==> config.mk <==
export PLATFORM = sky130hd
export DESIGN_NAME = mainfsm
export DESIGN_NICKNAME = d
export VERILOG_FILES = /design/src/rtl/mainfsm_pkg.sv /design/src/rtl/mainfsm.sv
export SDC_FILE = /design/constraint.sdc
export NUM_CORES = 1
export LEC_CHECK = 0
export ABC_AREA = 1
export BUFFER_PORTS_ARGS = -buffer_cell sky130_fd_sc_hd__buf_2
export CAP_MARGIN = 20
export CORE_AREA = 2 2 39 41
export DETAILED_ROUTE_END_ITERATION = 10
export DIE_AREA = 0 0 41 43
export PLACE_DENSITY = 0.67
export SLEW_MARGIN = 20
export SYNTH_ARGS = -nofsm -noshare
export SYNTH_HDL_FRONTEND = slang
export SYNTH_SLANG_ARGS = --single-unit
export TNS_END_PERCENT = 20
==> constraint.sdc <==
create_clock -name clk -period 1.4 [get_ports clk]
set_input_delay 0.28 -clock clk [delete_from_list [all_inputs] [get_ports clk]]
set_output_delay 0.28 -clock clk [all_outputs]
set_load 0.03 [all_outputs]
==> src/rtl/mainfsm_pkg.sv <==
// mainfsm_pkg: shared constants and types for the multi-cycle MIPS controller.
//   - Opcode constants (instr[31:26]) decoded by the main control FSM.
//   - Funct constants used by the ALU decoder for R-type instructions.
//   - statetype_t: 4-bit state encoding of mainfsm, exported so that
//     debug logic and testbenches can decode the `state` output.
package mainfsm_pkg;

  // Opcodes
  localparam logic [5:0] OP_LW    = 6'b100011;
  localparam logic [5:0] OP_SW    = 6'b101011;
  localparam logic [5:0] OP_RTYPE = 6'b000000;
  localparam logic [5:0] OP_BEQ   = 6'b000100;
  localparam logic [5:0] OP_ADDI  = 6'b001000;
  localparam logic [5:0] OP_J     = 6'b000010;

  // Funct codes (R-type)
  localparam logic [5:0] FN_ADD   = 6'b100000;
  localparam logic [5:0] FN_SUB   = 6'b100010;
  localparam logic [5:0] FN_AND   = 6'b100100;
  localparam logic [5:0] FN_OR    = 6'b100101;
  localparam logic [5:0] FN_SLT   = 6'b101010;

  // Main FSM states; encodings 12..15 are unused and recover to FETCH.
  typedef enum logic [3:0] {
    FETCH    = 4'd0,
    DECODE   = 4'd1,
    MEMADR   = 4'd2,
    MEMREAD  = 4'd3,
    MEMWB    = 4'd4,
    MEMWRITE = 4'd5,
    EXECUTE  = 4'd6,
    ALUWB    = 4'd7,
    BRANCH   = 4'd8,
    ADDIEXEC = 4'd9,
    ADDIWB   = 4'd10,
    JUMP     = 4'd11
  } statetype_t;

endpackage

==> src/rtl/mainfsm.sv <==
// mainfsm: main control state machine of the multi-cycle MIPS core.
// Sequences each instruction through fetch/decode/execute/memory/writeback
// and drives the datapath selects and write enables (Moore outputs).
// Ports:
//   clk        - core clock, rising edge
//   rst_n      - synchronous active-low reset
//   op         - opcode, instr[31:26]
//   memtoreg, regdst, iord, pcsrc[1:0], alusrcb[1:0], alusrca - mux selects
//   irwrite, memwrite, pcwrite, branch, regwrite - write enables
//   aluop[1:0] - ALU decoder control (00 add, 01 sub, 10 funct)
//   illegal_op - one-cycle pulse in DECODE for an unsupported opcode
//   state[3:0] - current state encoding (debug)
module mainfsm
  import mainfsm_pkg::*;
(
  input  logic       clk,
  input  logic       rst_n,
  input  logic [5:0] op,
  output logic       memtoreg,
  output logic       regdst,
  output logic       iord,
  output logic [1:0] pcsrc,
  output logic [1:0] alusrcb,
  output logic       alusrca,
  output logic       irwrite,
  output logic       memwrite,
  output logic       pcwrite,
  output logic       branch,
  output logic       regwrite,
  output logic [1:0] aluop,
  output logic       illegal_op,
  output logic [3:0] state
);

  statetype_t cur_state, nxt_state;

  // Ungated versions of the write-type outputs.
  logic irwrite_s, memwrite_s, pcwrite_s, branch_s, regwrite_s, illegal_s;

  always_ff @(posedge clk) begin
    if (!rst_n) cur_state <= FETCH;
    else        cur_state <= nxt_state;
  end

  always_comb begin
    nxt_state  = FETCH;
    memtoreg   = 1'b0;
    regdst     = 1'b0;
    iord       = 1'b0;
    pcsrc      = 2'b00;
    alusrcb    = 2'b00;
    alusrca    = 1'b0;
    aluop      = 2'b00;
    irwrite_s  = 1'b0;
    memwrite_s = 1'b0;
    pcwrite_s  = 1'b0;
    branch_s   = 1'b0;
    regwrite_s = 1'b0;
    illegal_s  = 1'b0;
    case (cur_state)
      FETCH: begin
        alusrcb   = 2'b01;
        irwrite_s = 1'b1;
        pcwrite_s = 1'b1;
        nxt_state = DECODE;
      end
      DECODE: begin
        // Branch target is precomputed here as PC+4 + (signimm<<2).
        alusrcb = 2'b11;
        case (op)
          OP_LW, OP_SW: nxt_state = MEMADR;
          OP_RTYPE:     nxt_state = EXECUTE;
          OP_BEQ:       nxt_state = BRANCH;
          OP_ADDI:      nxt_state = ADDIEXEC;
          OP_J:         nxt_state = JUMP;
          default: begin
            nxt_state = FETCH;
            illegal_s = 1'b1;
          end
        endcase
      end
      MEMADR: begin
        alusrca   = 1'b1;
        alusrcb   = 2'b10;
        // Only LW and SW reach this state; anything but SW is treated as LW.
        nxt_state = (op == OP_SW) ? MEMWRITE : MEMREAD;
      end
      MEMREAD: begin
        iord      = 1'b1;
        nxt_state = MEMWB;
      end
      MEMWB: begin
        memtoreg   = 1'b1;
        regwrite_s = 1'b1;
      end
      MEMWRITE: begin
        iord       = 1'b1;
        memwrite_s = 1'b1;
      end
      EXECUTE: begin
        alusrca   = 1'b1;
        aluop     = 2'b10;
        nxt_state = ALUWB;
      end
      ALUWB: begin
        regdst     = 1'b1;
        regwrite_s = 1'b1;
      end
      BRANCH: begin
        alusrca  = 1'b1;
        aluop    = 2'b01;
        pcsrc    = 2'b01;
        branch_s = 1'b1;
      end
      ADDIEXEC: begin
        alusrca   = 1'b1;
        alusrcb   = 2'b10;
        nxt_state = ADDIWB;
      end
      ADDIWB: begin
        regwrite_s = 1'b1;
      end
      JUMP: begin
        pcsrc     = 2'b10;
        pcwrite_s = 1'b1;
      end
      default: nxt_state = FETCH;
    endcase
  end

  // Write enables are masked during reset so no architectural state moves
  // while rst_n is low, regardless of which state the register holds.
  assign irwrite    = irwrite_s  & rst_n;
  assign memwrite   = memwrite_s & rst_n;
  assign pcwrite    = pcwrite_s  & rst_n;
  assign branch     = branch_s   & rst_n;
  assign regwrite   = regwrite_s & rst_n;
  assign illegal_op = illegal_s  & rst_n;
  assign state      = cur_state;

endmodule

==> results of run 1 <==
==> per-layer routing <==
metal / routed length [um] / global-route usage / share of wire
met5: 0 / 0 / 0
met4: 0 / 0.0600 / 0
met3: 72 / 0.0471 / 0.045
met2: 906 / 0.366 / 0.57
met1: 608 / 0.221 / 0.38
==> layout make-up <==
class                   instances  area, sq um
repair buffers                 35          284
multi-input cells              71          415
flip-flops and latches          4         92.6
well taps                      16         20.0
inverters                      18         70.1
clock buffers                   4         26.3
fillers                       128          475
==> worst max path at each step <==
stage,slack (ns),start,cells past startpoint,to
after global placement,0.02,op[5],6,illegal_op
after detailed placement,0.006,op[5],6,illegal_op
after global routing,-0.19,state[3],6,alusrcb[1]
after CTS,-0.11,state[3],6,alusrcb[1]
final,-0.12,state[3],8,regwrite
after floorplan,-0.12,state[0],6,illegal_op
==> logic make-up (layout without fill, tap and decap cells) <==
family                 Yosys count  in the layout  share of synthesized area
AOI/OAI and AO/OA                8              8                     0.0914
buffers and inverters           18             57                      0.145
DFF                              4              4                      0.172
and+or+nand+nor                 63             63                      0.591
==> worst max-delay path, delay by kind of cell, from the launching register on <==
kind	cells	cell delay, ns
buf+inv	4	0.35
flops	1	0.40
simple gates	4	0.26
==> power breakdown <==
| group | internal, mW | switching, mW |
|---|---|---|
| clock | 0.107 | 0.0465 |
| sequential | 0.114 | 0.00581 |
| combinational | 0.0687 | 0.114 |
| total | 0.290 | 0.166 |
==> synth_stat cells <==
| library cell | instances |
|---|---|
| nor2_4 | 2 |
| nand2_1 | 25 |
| o211ai_1 | 1 |
| or2_0 | 1 |
| nand3_1 | 10 |
| dfxtp_1 | 4 |
| a21oi_1 | 6 |
| nor3_1 | 2 |
| o21ai_0 | 1 |
| inv_2 | 2 |
| nor2_1 | 21 |
| inv_1 | 15 |
| clkinv_1 | 1 |
| nand2_2 | 1 |
| nand3b_1 | 1 |
==> cells in the final DEF (no fill, tap or decap), types with 2 or more instances in the layout <==
cell / n
nand2_4: 2
nor3_4: 2
nor2_1: 12
nor2_2: 5
dfxtp_4: 3
nand2_1: 19
nand3_1: 10
inv_2: 5
inv_1: 12
nand2_2: 5
buf_2: 11
clkbuf_4: 3
nor2_4: 6
buf_6: 13
buf_4: 11
a21oi_1: 5
==> timing repair <==
item	4_1_cts	5_1_grt
setup buffers	3	0
pin swaps	6	4
resized for setup	40	14
endpoints found under the setup margin	15	16
==> flow_summary.yaml, run 1 <==
outcome:
  status: "finished with violations"
  violations: "negative setup slack"
placed_design:
  hpwl_um: 1150
  gp_congestion: 0.763
  post-place-ws_ns: 0.00612
  dpl_cell_area_sq_um: 706
  dp_cells: 141
  port_buffers: 27
sta:
  whs_ns: 0.325
  hold_viol_final: 0
  rsz0062_at_grt: "yes"
  min_period_ns: 1.52
  timing.fmax_mhz: 659
  fin_worst_skew_ns: 0.00695
  worst_pin_slew_ns: 0.355
  setup_tns_ns: -0.865
  period_share: 1.08
  fin_ws_ns: -0.118
  slew_violations: 0
  finalSetupViolCount: 12
  relSlewSlack: 0.763
synth:
  synth-seq-cells: 4
  yosysUniqueCellTypes: 15
  synth_top_area_share: 0.202
  yosysTopAreaCell: "nand2_1"
  synth.avg_cell_area_sq_um: 5.00
  synthesis.area_sq_um: 465
  seq_area_frac_synth: 0.172
  syn_nets: 101
  yosys_warnings: 0
  syn_inst: 93
  synth.area.top_cells: "nand2_1 20%, dfxtp_1 17%, nor2_1 17%"
floorplan:
  die_height_um: 43
  ios: 28
  die_area_sq_um: 1760
  initial_core_util: 0.336
  coreArea_sq_um: 1380
  die-width_um: 41
  rows: 14
drt:
  firstDrtPassIters: 4
  vias_per_cell: 4.72
  first_iter_violations: 5
  routedWlPerCell_um: 10.7
  dr_total_vias: 699
  wl_um: 1590
  drc: 0
  ant_nets: 0
clock_tree:
  cts_buffer_depth: 2
  cts_tree: "done"
  cts_buffers: 3
  h-tree-depth: 1
  worstSkewPairLatency_ns: 0.23
  clk_pin_slew_worst_paths_ns: 0.04
  cts_sinks: 4
  clock-root-buffer: "clkbuf_4"
  postCtsHoldBufs: 0
setup_path:
  crit_path_max_incr_delay_ns: 0.40
  crit_arrival_ns: 1.24
  critPathCaptureType: "output port"
  crit_fanout: 4
  crit_type: "reg2out"
  r2r_end: "state[0]"
  required_ns: 1.12
  path_cells: "inv_4 -> nor2_4 -> buf_6 -> nand2_1 -> nand3_1 -> nand2_1 -> inv_1 -> buf_6"
  crit_path_start_kind: "register"
  r2r_setup_slack_ns: 0.25
  reg2reg_depth: 7
  slowest_stage: "dfxtp_4"
  r2r-start: "state[0]"
final_layout:
  num-nets-final: 141
  final_core_util: 0.656
  drive_above_1_share: 0.530
  largest_reg_flops: 4
  finalNonFillerCells: 148
  num_antenna_cells: 0
  syn_to_final_growth_pct: 95.2
  fin_area_sq_um: 908
min_path:
  hold_depth: 3
  whs_endpoint: "state[2]"
  hold_start: "rst_n"
  hold_class: "in2reg"
global_routing:
  antenna_found_initial: 0
  grt_pass1_vias: 624
  grtUsageTotal: 0.204
  grt_max_degree: 8
  overflow: 0
  grt_pass1_wl_um: 2460
power:
  vdd_drop_max_mv: 0.360
  leakage_nw: 0.514
  powerDensity_nw_per_um2: 502
  power.total_mw: 0.456
job:
  max_cap_violations: 0
(Power assumes the default switching activity.)
==> run 2: changes to the inputs <==
==> constraint.sdc (replaced) <==
create_clock -name clk -period 1.4 [get_ports clk]
set_input_delay 0.21 -clock clk [delete_from_list [all_inputs] [get_ports clk]]
set_output_delay 0.21 -clock clk [all_outputs]
set_load 0.03 [all_outputs]
==> run 2 against run 1 <==
The flow still finishes with violations (negative setup slack). Worst hold slack got worse by 0.10 ns. Combinational power barely moved. Power fell by 2.7%. Register-to-register slack barely moved. Non-clock buffer count fell by 3. Cell count fell by 2.7%. Count of clock-buffer cells in the layout fell by 1. Highest routed layer unchanged.
==> flow_summary.yaml, run 2 (same netlist as run 1, synthesis figures left out) <==
outcome:
  status: "finished with violations"
  violations: "negative setup slack"
setup_path:
  r2r_setup_slack_ns: 0.25
  required_ns: 1.19
  slowest_stage: "dfxtp_4"
  crit_fanout: 5
  crit_path_start_kind: "register"
  crit_type: "reg2out"
  critPathCaptureType: "output port"
  crit_arrival_ns: 1.27
  worstPathBufferInverterCount: 3
  path_cells: "buf_4 -> nor2_4 -> nand2_1 -> nand3_1 -> nand2_1 -> inv_1 -> buf_6"
  cp_common_cell: "nand2_1"
  crit_family: "flip-flops"
  crit_path_max_incr_delay_ns: 0.35
global_routing:
  grt_max_degree: 8
  grt_pass1_vias: 574
  grtUsageTotal: 0.171
  overflow: 0
  grt.met2_usage: 0.331
  met3_usage: 0
  met1_usage: 0.178
  grt_pass1_wl_um: 2130
  grt_busiest_layer: "met2"
  antenna_found_initial: 0
job:
  max_cap_violations: 0
clock_tree:
  clk_pin_slew_worst_paths_ns: 0.04
  postCtsHoldBufs: 0
  worstSkewPairLatency_ns: 0.23
  cts_tree: "done"
  cts_sinks: 4
  cts_buffers: 3
  h-tree-depth: 1
  clock-root-buffer: "clkbuf_4"
  cts_buffer_depth: 2
power:
  vdd_drop_max_mv: 0.272
  powerDensity_nw_per_um2: 536
  leakage_nw: 0.481
sta:
  relSlewSlack: 0.787
  rsz0062_at_grt: "yes"
  min_period_ns: 1.48
  fin_worst_skew_ns: 0.00237
  slew_violations: 0
  fin_ws_ns: -0.0754
  hold_viol_final: 0
  period_share: 1.05
  worst_pin_slew_ns: 0.320
  finalSetupViolCount: 7
  timing.fmax_mhz: 678
placed_design:
  hpwl_um: 1120
  gp_congestion: 0.744
  post-place-ws_ns: 0.00636
  port_buffers: 27
  dpl_cell_area_sq_um: 676
final_layout:
  final_core_util: 0.598
  fillers: 131
  final_cell_mix: "21 x nand2_1, 15 x inv_1, 14 x buf_2"
  syn_to_final_growth_pct: 77.7
  mostFrequentLayoutCell: "nand2_1"
  num_antenna_cells: 0
  num-nets-final: 138
  fin_area_sq_um: 827
  seqCellArea_sq_um: 92.6
  largest_reg_flops: 4
  multi_input_area_sq_um: 397
  drive_above_1_share: 0.477
drt:
  first_iter_violations: 7
  dr_total_vias: 666
  routedWlPerCell_um: 9.72
  drc: 0
  ant_nets: 0
  wl_um: 1400
  vias_per_cell: 4.63
  firstDrtPassIters: 4
floorplan:
  rows: 14
  coreArea_sq_um: 1380
  die-width_um: 41
  die_area_sq_um: 1760
  die_height_um: 43
  initial_core_util: 0.336
  ios: 28
min_path:
  hold_class: "in2reg"
[run 2: changes by cell type in the layout (fill, tap and decap cells not counted), sizes merged]
cell    previous run  this run
buf               35        29
clkbuf             4         6
[run 2: tightest hold or removal path: stages]
cell,delay (ns)
buf_2,0.12
nand2_1,0.06
inv_1,0.04
[run 2: final timing paths]
check | startpoint | to | cells after the start
worst max-delay path | state[0] | regwrite | 7
worst min-delay path | rst_n | state[2] | 3
worst max register to register | state[0] | state[0] | 7
worst min register to register | state[2] | state[3] | 3
[run 2: per-layer routing]
metal  vias to the layer above  share of wire
li1                        359              -
met1                       283           0.39
met2                        24           0.55
met3                         0          0.059
met4                         0              0
met5                         -              0
[run 2: area by class of cell]
| type | instances | area share |
|---|---|---|
| repair buffers | 32 | 0.275 |
| inverters | 18 | 0.0817 |
| clock buffers | 3 | 0.0272 |
| flip-flops and latches | 4 | 0.112 |
| multi-input cells | 71 | 0.480 |
| well taps | 16 | 0.0242 |
[run 2: through the flow]
stage	instances	hold WS [ns]	setup TNS, ns	power (mW)
after floorplan	93	0.308	-0.172	0.224
after global placement	138	0.447	-0.00519	0.273
after detailed placement	138	0.450	0	0.274
after CTS	142	0.218	-0.164	0.432
after global routing	144	0.255	-0.790	0.464
final	144	0.222	-0.286	0.444
[run 2: repair_timing]
action	4_1_cts	5_1_grt
gates resized for setup	24	15
endpoints found under the setup margin	14	14
pin swaps	2	2
setup buffers	1	2
[run 2: where the power goes]
part,leakage [nW],internal [mW],switching (mW)
combinational,0.432,0.0725,0.111
clock,0.0138,0.0956,0.0429
sequential,0.0352,0.115,0.00638
total,0.481,0.284,0.160
